<file path="config.mk">
export PLATFORM = sky130hd
export DESIGN_NAME = sha256_round_engine
export DESIGN_NICKNAME = d
export VERILOG_FILES = /design/src/rtl/sha256_round_engine.sv
export SDC_FILE = /design/constraint.sdc
export NUM_CORES = 2
export LEC_CHECK = 0
export ABC_AREA = 0
export ABC_CLOCK_PERIOD_IN_PS = 17700
export BUFFER_PORTS_ARGS = -buffer_cell sky130_fd_sc_hd__buf_4
export CAP_MARGIN = 20
export CORE_UTILIZATION = 63
export CTS_CLUSTER_SIZE = 30
export DETAILED_ROUTE_END_ITERATION = 8
export PLACE_DENSITY = 0.95
export SYNTH_ARGS = -nofsm -noshare
export SYNTH_HDL_FRONTEND = slang
export SYNTH_SLANG_ARGS = --single-unit
</file>
<file path="constraint.sdc">
create_clock -name clk -period 17.7 [get_ports clk]
set_input_delay 3.54 -clock clk [delete_from_list [all_inputs] [get_ports clk]]
set_output_delay 3.54 -clock clk [all_outputs]
set_load 0.1 [all_outputs]
</file>
<file path="src/rtl/sha256_round_engine.sv">
`default_nettype none
// ============================================================================
//  Module   : sha256_round_engine (with sha256_k_rom, sha256_initial_constant)
//  Purpose  : Iterative SHA-256 compression datapath, one round per clock,
//             driven by an externally supplied round index and message word.
//             Includes the combinational round-constant ROM and the H0 source.
//  Revision : 1.0  initial release
// ============================================================================

// ----------------------------------------------------------------------------
// Round-constant ROM: K[address], purely combinational.
// ----------------------------------------------------------------------------
module sha256_k_rom (
   input  logic [5:0]  address,
   output logic [31:0] value
);
   // Table lookup of the 64 SHA-256 round constants
   always_comb begin
      value = 32'h0000_0000;
      case (address)
         6'd0 : value = 32'h428a2f98;  6'd1 : value = 32'h71374491;
         6'd2 : value = 32'hb5c0fbcf;  6'd3 : value = 32'he9b5dba5;
         6'd4 : value = 32'h3956c25b;  6'd5 : value = 32'h59f111f1;
         6'd6 : value = 32'h923f82a4;  6'd7 : value = 32'hab1c5ed5;
         6'd8 : value = 32'hd807aa98;  6'd9 : value = 32'h12835b01;
         6'd10: value = 32'h243185be;  6'd11: value = 32'h550c7dc3;
         6'd12: value = 32'h72be5d74;  6'd13: value = 32'h80deb1fe;
         6'd14: value = 32'h9bdc06a7;  6'd15: value = 32'hc19bf174;
         6'd16: value = 32'he49b69c1;  6'd17: value = 32'hefbe4786;
         6'd18: value = 32'h0fc19dc6;  6'd19: value = 32'h240ca1cc;
         6'd20: value = 32'h2de92c6f;  6'd21: value = 32'h4a7484aa;
         6'd22: value = 32'h5cb0a9dc;  6'd23: value = 32'h76f988da;
         6'd24: value = 32'h983e5152;  6'd25: value = 32'ha831c66d;
         6'd26: value = 32'hb00327c8;  6'd27: value = 32'hbf597fc7;
         6'd28: value = 32'hc6e00bf3;  6'd29: value = 32'hd5a79147;
         6'd30: value = 32'h06ca6351;  6'd31: value = 32'h14292967;
         6'd32: value = 32'h27b70a85;  6'd33: value = 32'h2e1b2138;
         6'd34: value = 32'h4d2c6dfc;  6'd35: value = 32'h53380d13;
         6'd36: value = 32'h650a7354;  6'd37: value = 32'h766a0abb;
         6'd38: value = 32'h81c2c92e;  6'd39: value = 32'h92722c85;
         6'd40: value = 32'ha2bfe8a1;  6'd41: value = 32'ha81a664b;
         6'd42: value = 32'hc24b8b70;  6'd43: value = 32'hc76c51a3;
         6'd44: value = 32'hd192e819;  6'd45: value = 32'hd6990624;
         6'd46: value = 32'hf40e3585;  6'd47: value = 32'h106aa070;
         6'd48: value = 32'h19a4c116;  6'd49: value = 32'h1e376c08;
         6'd50: value = 32'h2748774c;  6'd51: value = 32'h34b0bcb5;
         6'd52: value = 32'h391c0cb3;  6'd53: value = 32'h4ed8aa4a;
         6'd54: value = 32'h5b9cca4f;  6'd55: value = 32'h682e6ff3;
         6'd56: value = 32'h748f82ee;  6'd57: value = 32'h78a5636f;
         6'd58: value = 32'h84c87814;  6'd59: value = 32'h8cc70208;
         6'd60: value = 32'h90befffa;  6'd61: value = 32'ha4506ceb;
         6'd62: value = 32'hbef9a3f7;  6'd63: value = 32'hc67178f2;
         default: value = 32'h0000_0000;
      endcase
   end
endmodule


// ----------------------------------------------------------------------------
// Round engine: working variables, 16-word message schedule and done flag.
// ----------------------------------------------------------------------------
module sha256_round_engine (
   input  logic         clk,
   input  logic         rst_n,
   input  logic [5:0]   counter,
   input  logic [31:0]  wordIn,
   input  logic [255:0] hashIn,
   output logic         ready,
   output logic [287:0] hashOut
);
   localparam logic [5:0] c_LAST_ROUND = 6'd63;
   localparam logic [5:0] c_SCHED_LEN  = 6'd16;

   function automatic logic [31:0] rotr(input logic [31:0] x, input int n);
      return (x >> n) | (x << (32 - n));
   endfunction

   function automatic logic [31:0] ssig0(input logic [31:0] x);
      return rotr(x, 7) ^ rotr(x, 18) ^ (x >> 3);
   endfunction

   function automatic logic [31:0] ssig1(input logic [31:0] x);
      return rotr(x, 17) ^ rotr(x, 19) ^ (x >> 10);
   endfunction

   function automatic logic [31:0] bsig0(input logic [31:0] x);
      return rotr(x, 2) ^ rotr(x, 13) ^ rotr(x, 22);
   endfunction

   function automatic logic [31:0] bsig1(input logic [31:0] x);
      return rotr(x, 6) ^ rotr(x, 11) ^ rotr(x, 25);
   endfunction

   // A is held as an unresolved pair (T1, T2); the final add is deferred to
   // the next round's read so it stays off the T1/T2 critical path.
   logic [31:0] r_aa, r_ab, r_b, r_c, r_d, r_e, r_f, r_g, r_h;
   // r_w[15] is W[t-1], r_w[0] is W[t-16]
   logic [31:0] r_w [16];
   logic        r_ready;

   logic        w_first;
   logic        w_run;
   logic [31:0] w_a, w_b, w_c, w_d, w_e, w_f, w_g, w_h;
   logic [31:0] w_k;
   logic [31:0] w_sched;
   logic [31:0] w_wt;
   logic [31:0] w_t1, w_t2;

   sha256_k_rom u_k_rom (
      .address (counter),
      .value   (w_k)
   );

   assign w_first = (counter == 6'd0);
   // After round 63 the state is frozen until a new block starts at t=0
   assign w_run   = w_first || !r_ready;

   // Round-source select: seed from hashIn at t=0, else from the registers
   always_comb begin
      if (w_first) begin
         {w_a, w_b, w_c, w_d, w_e, w_f, w_g, w_h} = hashIn;
      end else begin
         w_a = r_aa + r_ab;
         w_b = r_b;
         w_c = r_c;
         w_d = r_d;
         w_e = r_e;
         w_f = r_f;
         w_g = r_g;
         w_h = r_h;
      end
   end

   assign w_sched = ssig1(r_w[14]) + r_w[9] + ssig0(r_w[1]) + r_w[0];
   assign w_wt    = (counter < c_SCHED_LEN) ? wordIn : w_sched;

   assign w_t1 = w_h + bsig1(w_e) + ((w_e & w_f) ^ (~w_e & w_g)) + w_k + w_wt;
   assign w_t2 = bsig0(w_a) + ((w_a & w_b) ^ (w_a & w_c) ^ (w_b & w_c));

   // Execute one round per edge and shift W_t into the schedule
   always_ff @(posedge clk or negedge rst_n) begin
      if (!rst_n) begin
         r_aa    <= 32'h0;
         r_ab    <= 32'h0;
         r_b     <= 32'h0;
         r_c     <= 32'h0;
         r_d     <= 32'h0;
         r_e     <= 32'h0;
         r_f     <= 32'h0;
         r_g     <= 32'h0;
         r_h     <= 32'h0;
         r_ready <= 1'b0;
         for (int i = 0; i < 16; i++) begin
            r_w[i] <= 32'h0;
         end
      end else if (w_run) begin
         r_aa    <= w_t1;
         r_ab    <= w_t2;
         r_b     <= w_a;
         r_c     <= w_b;
         r_d     <= w_c;
         r_e     <= w_d + w_t1;
         r_f     <= w_e;
         r_g     <= w_f;
         r_h     <= w_g;
         r_ready <= (counter == c_LAST_ROUND);
         for (int i = 0; i < 15; i++) begin
            r_w[i] <= r_w[i + 1];
         end
         r_w[15] <= w_wt;
      end
   end

   assign ready   = r_ready;
   assign hashOut = {r_aa, r_ab, r_b, r_c, r_d, r_e, r_f, r_g, r_h};
endmodule

`default_nettype wire

</file>
==> results.ini <==
[final_layout]
area_growth_pct = 15.16
nets = 7049
regMostFlops = r_w
largest_reg_flops = 512
final.fill_count = 5732
drive_above_1_share_pct = 12.65

[clocking]
htreeDepth = 3
cts_setup_buffers = 0
clk_pin_slew_ns = 0.07
cts_tree = built
clock_sinks = 801
clock_path_buffers = 3
cts_root_buffer = clkbuf_16
cts_made_buffers = 86
cts_hold_buf = 0
cts_resized = 0
clock_latency_ns = 0.66

[min_path]
worstHoldStart = r_w[395]$_DFFE_PN0P_
hold_depth = 2
hold_class = reg -> reg
hold_end = r_w[427]$_DFFE_PN0P_

[synthesis]
syn-num-nets = 6714
yosysSeqAreaShare_pct = 39.15
synth_top_area_share_pct = 39.15
synth.most_common_cell = nand2_1
async_flop_share_pct = 100.0
yosys.area.top_type = dfrtp_1
synth_commonest_cells = nand2_1, dfrtp_1, o21ai_0
synth_cells = 6085
yosys_warnings = 0
syn_avg_cell_area_um2 = 8.414
dominantRegCellSynth = dfrtp_1
ys_seq_elements = 801
yosysUniqueCellTypes = 89
synth_area_mm2 = 0.05120
synth-edff-count = 0
synthTopCellsByArea = dfrtp_1, nand2_1, fa_1, xnor2_1, mux2i_1

[timing]
fin_crit_sh_pct = 71.92
tns_ns = 0
rsz0062_at_grt = no
setup_viol = 0
relSlewSlack_pct = 7.314
drv_slew = 0
finClkSkew_ns = 0.03274
period_needed_ns = 12.73
tightest_slew_ns = 1.390
fmax_ghz = 0.07855
hold_viol_final = 0

[setup_path]
r2r-end = r_e[30]$_DFFE_PN0P_
cp-start-kind = input pin
rrSetupSlack_ns = 6.66
critPathLaunch = counter[1]
end_kind = flip-flop
cp.required_ns = 18.27
worstPathArrival_ns = 13.30
crit_fanout = 81
critPathSlowestCell = buf_4
crit_type = in -> reg
max_stage_delay_ns = 0.70
r2r-start = r_w[52]$_DFFE_PN0P_
cpMostUsedCell = inv_1
r2r_cells = 43

[placement]
hpwl_um = 146600
gp_congestion = 1.048
place.port_buffers = 584

[floorplan]
die_w_um = 287.1
start_util_pct = 63.67
die_area_mm2 = 0.08242
ios = 585
die_y_um = 287.1
coreArea_mm2 = 0.08042
row_count = 104

[routing]
vias = 47523
drc = 0
ant_nets = 0
wl_um = 200000
viasPerCell = 6.289
first_iter_violations = 6094
drt_first_pass_iters = 7
post_drt_wl_per_cell_um = 26.47

[global_route]
gr-usage-all-layers_pct = 47.80
grt_pass1_wl_um = 290800
grt-ovfl-total = 0
grt_max_degree = 253
antenna_found_initial = 10
grt_pass1_vias = 46361

[flow_run]
drv_cap = 0

[run_status]
outcome = finished, final reports clean

==> cell usage in the layout (no fill, tap or decap), types with 47 or more instances in the layout <==
| master | Yosys | layout |
|---|---|---|
| a211oi_1 | 54 | 54 |
| a21o_1 | 60 | 60 |
| a21oi_1 | 341 | 341 |
| buf_4 | 3 | 621 |
| clkbuf_16 | 0 | 87 |
| dfrtp_1 | 801 | 800 |
| fa_1 | 158 | 158 |
| ha_1 | 175 | 175 |
| inv_1 | 328 | 328 |
| mux2i_1 | 243 | 243 |
| nand2_1 | 1826 | 1825 |
| nor2_1 | 321 | 320 |
| nor2b_1 | 47 | 47 |
| o21ai_0 | 406 | 405 |
| xnor2_1 | 295 | 295 |
| xor2_1 | 126 | 126 |
==> metrics by stage <==
step                cell area, µm²  utilization (%)  cells  hold slack [ns]  worst slack (ns)
global route                 58960            73.32   7555           0.4814             4.308
CTS                          58940            73.29   7548           0.4593             5.152
global placement             55950            69.57   7391           0.4481             4.718
floorplan                    51200                -   6085           0.4386             5.573
finish                       58970            73.32   7557           0.4612             4.970
detailed placement           55950            69.57   7391           0.4550             4.565
==> worst max path at each step <==
stage	end
final	r_e[30]$_DFFE_PN0P_
after global routing	r_e[30]$_DFFE_PN0P_
after CTS	r_e[30]$_DFFE_PN0P_
after detailed placement	r_e[30]$_DFFE_PN0P_
after global placement	r_e[30]$_DFFE_PN0P_
after floorplan	r_e[31]$_DFFE_PN0P_
==> metal layers <==
layer	track usage, %	vias to the layer above	routed length (µm)
met5	0	-	59
li1	-	20587	-
met4	40.73	8	20480
met3	10.94	926	21000
met2	74.21	3190	90420
met1	56.40	22812	68060
==> cell families after synthesis <==
family | share of synthesized area [%]
simple gates | 18.43
compound gates | 13.23
flops | 39.15
buf+inv | 5.298
xor+xnor | 7.289
fa+ha+maj | 11.10
mux | 5.503
==> critical path: cells and delay by family <==
kind / cells / cell delay, ns
fa+ha+maj: 6 / 2.73
compound gates: 10 / 2.54
buf+inv: 7 / 1.77
simple gates: 11 / 1.67
mux: 1 / 0.51
xor+xnor: 3 / 0.51
==> layout make-up <==
| cell class | count | area (µm²) | area share (%) |
|---|---|---|---|
| Clock buffer | 125 | 2500 | 4.240 |
| Antenna cell | 8 | 20.02 | 0.03395 |
| Clock inverter | 32 | 490.5 | 0.8318 |
| Inverter | 330 | 1239 | 2.101 |
| Multi-Input combinational cell | 4568 | 28460 | 48.26 |
| Sequential cell | 801 | 20050 | 34.00 |
| Timing Repair Buffer | 633 | 4885 | 8.284 |
| Tap cell | 1060 | 1326 | 2.249 |
Power is left out: the tool's default activity adds up to more than one toggle a clock period on the data nets, which glitch-free logic cannot reach.
